[config.mk]
export PLATFORM = sky130hd
export DESIGN_NAME = tis_link
export DESIGN_NICKNAME = d
export VERILOG_FILES = /design/src/rtl/tis_link.sv
export SDC_FILE = /design/constraint.sdc
export NUM_CORES = 1
export LEC_CHECK = 0
export CORE_ASPECT_RATIO = 1.4
export CORE_MARGIN = 2
export CORE_UTILIZATION = 40
export DETAILED_ROUTE_END_ITERATION = 8
export PLACE_DENSITY = 0.75
export SYNTH_ARGS = -nofsm -noshare
export SYNTH_HDL_FRONTEND = slang
export SYNTH_SLANG_ARGS = --single-unit
[constraint.sdc]
create_clock -name clk -period 2.3 [get_ports clk]
set_input_delay 0.345 -clock clk [delete_from_list [all_inputs] [get_ports clk]]
set_output_delay 0.345 -clock clk [all_outputs]
set_load 0.1 [all_outputs]
[src/rtl/tis_link.sv]
// tis_link: two independent one-word handshake channels (A->B, B->A) with write saturation
// define TIS_LINK_BYPASS_EN for same-cycle forwarding of a write to the reader
module tis_link_ch #(
  parameter int WIDTH = 11,
  parameter int LIMIT = 999
) (
  input  logic             clk,
  input  logic             rst,
  input  logic             wr,
  input  logic [WIDTH-1:0] wdata,
  input  logic             rd,
  output logic             wready,
  output logic             wack,
  output logic             rready,
  output logic [WIDTH-1:0] rdata
);
  localparam logic [1:0] EMPTY = 2'd0, FULL = 2'd1, ACK = 2'd2;
  localparam logic signed [WIDTH-1:0] PMAX = WIDTH'(LIMIT);
  localparam logic signed [WIDTH-1:0] NMIN = WIDTH'(-LIMIT);
  logic [1:0] st_q, st_d;
  logic [WIDTH-1:0] data_q, data_d, sat;
  logic take, byp;
  always_comb begin
    sat = ($signed(wdata) > PMAX) ? PMAX : ($signed(wdata) < NMIN) ? NMIN : wdata;
    take = (st_q == EMPTY) && wr;
`ifdef TIS_LINK_BYPASS_EN
    byp = take;
`else
    byp = 1'b0;
`endif
    data_d = take ? sat : data_q;
    st_d = (st_q == ACK) ? EMPTY :
           (st_q == FULL) ? (rd ? ACK : FULL) :
           take ? ((byp && rd) ? ACK : FULL) : EMPTY;
    wready = st_q == EMPTY;
    wack = st_q == ACK;
    rready = (st_q == FULL) || byp;
    rdata = byp ? sat : data_q;
  end
  always_ff @(posedge clk or posedge rst)
    if (rst) begin
      st_q <= EMPTY;
      data_q <= '0;
    end else begin
      st_q <= st_d;
      data_q <= data_d;
    end
endmodule

module tis_link #(
  parameter int WIDTH = 11,
  parameter int LIMIT = 999
) (
  input  logic             clk,
  input  logic             rst,
  input  logic             a_write,
  input  logic [WIDTH-1:0] a_data,
  output logic             a_wready,
  output logic             a_wack,
  input  logic             a_read,
  output logic             a_rready,
  output logic [WIDTH-1:0] a_rdata,
  input  logic             b_write,
  input  logic [WIDTH-1:0] b_data,
  output logic             b_wready,
  output logic             b_wack,
  input  logic             b_read,
  output logic             b_rready,
  output logic [WIDTH-1:0] b_rdata
);
  tis_link_ch #(.WIDTH(WIDTH), .LIMIT(LIMIT)) u_ab (
    .clk(clk), .rst(rst), .wr(a_write), .wdata(a_data), .rd(b_read),
    .wready(a_wready), .wack(a_wack), .rready(b_rready), .rdata(b_rdata)
  );
  tis_link_ch #(.WIDTH(WIDTH), .LIMIT(LIMIT)) u_ba (
    .clk(clk), .rst(rst), .wr(b_write), .wdata(b_data), .rd(a_read),
    .wready(b_wready), .wack(b_wack), .rready(a_rready), .rdata(a_rdata)
  );
endmodule

Word-level counts from Yosys, hierarchy flattened
Cells that the tools add are included.
{"block": "totals", "reg_bits": 26, "input_bits": 28, "out_inout_bits": 28}
{"block": "op_classes", "n_lt_le_gt_ge": 4, "n_eq_ne": 4, "n_mux": 12, "reduce_logical": 4}
{"cell": "11-bit two-way mux", "n": 4}
{"cell": "11-bit greater-than comparator (second input constant)", "n": 2}
{"cell": "11-bit < comparator (second input constant)", "n": 2}
{"cell": "2-bit two-way mux", "n": 6}
{"cell": "2-bit by 1-bit equality test with 1-bit output (second input constant)", "n": 2}
{"cell": "2-bit equality test (second input constant)", "n": 2}
{"cell": "2-bit zero test", "n": 2}
{"cell": "1-bit logical AND", "n": 2}
{"cell": "1-bit two-way mux", "n": 2}

Logic depth before layout (Yosys ltp)
{"block": "depth", "ltp_word": 5, "mapped_depth": 6}

Modules after synthesis
Synthesis repeated with hierarchy kept, for this count alone.
{"block": "hier_totals", "hier_cells": 134, "hier_area_um2": 1393.8}
{"mod": "tis_link_ch", "instances": 2, "cells_each": 67, "area_per_inst_um2": 696.9, "seq_area_each_um2": 325.3}

Worst setup path before layout
Ideal clock, no wire load.
{"block": "synth_timing", "path_kind": "reg2out", "start": "reg u_ab.st_q[0]", "end": "out a_wack", "arrival_time_ps": 1751, "t_required_ps": 1955, "path_slack_ps": 204, "path_stages_with_launch": 2, "n_path_buf": 0, "cell_sequence": "dfrtp_1 -> nor2b_1"}
{"block": "synth_between", "elab_chain_cells": 1}
{"element": "from (decl)", "line": "20", "rtl": "logic [1:0] st_q, st_d;"}
{"element": "from (signal assigned)", "line": "45", "rtl": "st_q <= st_d;"}
{"element": "2-bit equality test", "line": "36", "rtl": "wack = st_q == ACK;"}
{"element": "to (decl)", "line": "59", "rtl": "output logic a_wack,"}
No other way between the ends.

Worst setup path after layout
{"block": "layout_timing", "start": "in b_data[8]", "end": "reg u_ba.data_q[5] (netlist: u_ba.rdata[5])"}
{"block": "layout_between", "elab_chain_cells": 3, "elab_cells_between_ends": 4, "cone_classes": "order compare: 2; mux: 2"}
{"element": "from (decl)", "line": "64", "rtl": "input logic [WIDTH-1:0] b_data,"}
{"element": "11-bit < comparator", "line": "24", "rtl": "sat = ($signed(wdata) > PMAX) ? PMAX : ($signed(wdata) < NMIN) ? NMIN : wdata;"}
{"element": "11-bit two-way mux", "line": "24"}
{"element": "11-bit two-way mux (*)", "line": "24"}
{"element": "to (signal assigned)", "line": "46", "rtl": "data_q <= data_d;"}
{"element": "to (decl)", "line": "21", "rtl": "logic [WIDTH-1:0] data_q, data_d, sat;"}
Every way passes the cells marked *; elsewhere a longest branch is shown, timed or not.
A chain may end at the register's enable or synchronous reset.

==> metrics.csv <==
stage,metric,value,unit
finish,nets,226,
timing,relative slew slack,64.8,%
run,Maximum Capacitance Violations,0,
yosys,Unique masters post-synth,26,
yosys,register area share after synthesis,47.0,%
cts,H-tree level count,1,
floorplan,core area,3350,um^2
timing,final hold slack,0.429,ns
floorplan,die area,3960,um^2
worst_setup_path,Critical Path End Type,register,
worst_setup_path,CP max FO,10,
cts,cts bufs inserted,3,
place,placed instance count,231,
finish,Non-Filler Instances,235,
worst_setup_path,startpoint types,input pin,
detailed_routing,DR vias/cell,5.17,
timing,max-slew violation count,0,
place,GP Congestion,0.715,
cts,Post-CTS Hold Buffers,0,
detailed_routing,Residual DRC,0,
grt,pin count of the biggest net entering global routing,27,
floorplan,Die Wd,53.7,um
timing,period utilisation layout,93.4,%
yosys,Synth Cell Area,1390,um^2
place,DP HPWL,2560,um
detailed_routing,via count,1214,
grt,first-pass GRT wire length,5040,um
worst_setup_path,Critical R2R Capture,u_ba.rdata[0],
grt,gr usage total,17.5,%
finish,layout cells sized above 1,31.3,%
finish,Area Growth Syn to Fin,44.6,%
detailed_routing,Iter 0 DRT Violations,12,
worst_setup_path,R2R cell count,3,
timing,clk_skew,0.00139,ns
worst_setup_path,Setup CP Type,in2reg,
grt,vias in the first global route,1219,
timing,fmax,466,MHz
detailed_routing,final wirelength,3160,um
detailed_routing,remaining antenna violation count after routing,0,
floorplan,Rows,25,
floorplan,Die Ht,73.6,um
finish,n_diodes,0,
finish,most frequent cells in the layout,"39 x buf_4, 27 x clkdlybuf4s50_1, 26 x dfrtp_1, 20 x nor2_1, 14 x a31oi_2",
timing,time the worst path needs with I/O delays and setup,2.15,ns
worst_setup_path,"setup slack, reg-to-reg",0.93,ns
yosys,mean post-synth cell area,10.4,um^2
grt,grt ovf,0,
cts,setup bufs post-CTS,0,
grt,initial antenna violation count,0,
timing,slew of the pin with the lowest slew margin,0.520,ns
finish,# fillers,305,
worst_setup_path,launching point of the worst reg2reg path,u_ba.st_q[1],
detailed_routing,DR WL/cell,13.4,um
cts,CTS tree,done,
cts,clk sink count,26,
timing,RSZ-0062 raised after global routing,false,
floorplan,IO Pins,56,
detailed_routing,First-pass DRT Iterations,4,
timing,Final Setup Violations,0,
worst_setup_path,crit path cell chain,clkdlybuf4s50_1 > or4_1 > o31ai_1 > ha_1 > or2b_1 > a31oi_2,
worst_setup_path,"Data arrival, critical path",2.34,ns
timing,Final Hold Viols,0,
yosys,synthesized flop and latch total,26,
cts,number of gates resized after CTS,0,
worst_setup_path,Critical path origin,b_data[8],
cts,clk buf depth,2,
worst_hold_path,Min-Delay Path Class,in2async,
place,IO Port Bufs,55,
floorplan,initial core utilization,41.4,%
worst_setup_path,Crit path largest cell delay,0.52,ns
cts,"Reg clk slew, reported paths",0.08,ns
yosys,syn nets,163,
worst_setup_path,Worst EP required,2.49,ns
cts,Worst-Skew Late Latency,0.26,ns
finish,"most common cell after layout, fill and taps aside",buf_4,
worst_setup_path,critical path's slowest cell,or4_1,
yosys,yosys warns,0,
outcome,outcome,"complete, no violations",
yosys,cells after synthesis,133,
cts,root buf cell,clkbuf_8,
-- metrics by stage --
step,area (um^2),utilization (%),TNS (ns),worst slack (ns)
6_report,2000,59.9,0,0.152
5_1_grt,2000,59.9,0,0.0154
4_1_cts,2000,59.9,0,0.148
3_5_place_dp,1950,58.2,-1.44,-0.137
3_3_place_gp,1950,58.2,-0.896,-0.105
2_1_floorplan,1390,-,0,0.204
-- cells by family (layout without fill, tap and decap cells) --
family                     count (synthesis)  after routing  synth area share, %
adders and majority gates                  2              2                 1.81
DFF                                       26             26                 47.0
AOI/OAI and AO/OA                         32             32                 21.1
and+or+nand+nor                           60             60                 25.1
buffers and inverters                     13             75                 4.97
-- critical path, delay by kind of cell --
family                     cells  cell delay (ns)
buffers and inverters          1             0.42
adders and majority gates      1             0.35
and+or+nand+nor                2             0.79
AOI/OAI and AO/OA              2             0.42
-- metal layers --
metal	up-vias	track usage [%]	part of all wire, %
li1	597	-	-
met1	564	16.8	37
met2	48	34.3	53
met3	5	3.86	8.8
met4	0	5.98	1.5
met5	-	0	0
-- layout make-up --
| cell class | count | area, um^2 | area share [%] |
|---|---|---|---|
| clock buffer | 4 | 55.1 | 2.75 |
| inverter | 5 | 18.8 | 0.937 |
| multi-input combinational | 94 | 666 | 33.2 |
| sequential | 26 | 651 | 32.5 |
| tap | 40 | 50.0 | 2.50 |
| timing repair buffer | 66 | 563 | 28.1 |
-- worst max path at each step --
stage	depth (start not counted)	end	slack [ns]
after floorplan	1	a_wack	0.20
after global placement	6	u_ab.rdata[8]	-0.11
after detailed placement	6	u_ab.rdata[8]	-0.14
after CTS	6	u_ab.rdata[8]	0.15
after global routing	6	u_ab.rdata[7]	0.02
final	6	u_ba.rdata[5]	0.15
-- synth_stat cells, drive strengths merged --
master	number	area share (%)
inv	5	1.4
o311a	2	1.4
or3b	2	1.3
ha	2	1.8
nor3b	2	1.8
buf	6	3.1
nor2b	2	0.90
nand2	6	1.6
nand4	2	0.90
o21ai	10	3.6
a31oi	14	13
or4	2	1.1
dfrtp	26	47
and2	2	0.90
or4b	2	1.4
nand2b	10	4.5
nor2	20	5.4
nor3	2	0.72
clkbuf	2	0.54
nor4b	2	1.3
or2b	6	3.3
o31ai	4	2.2
a21oi	2	1.3
-- state kept, by name (all words and copies together) (netlist names) --
register    count
u_ba.st_q       2
u_ab.st_q       2
u_ab.rdata     11
u_ba.rdata     11
Power is not shown: default switching activity piles up to over one toggle a cycle in this logic, so the estimate is an artifact.
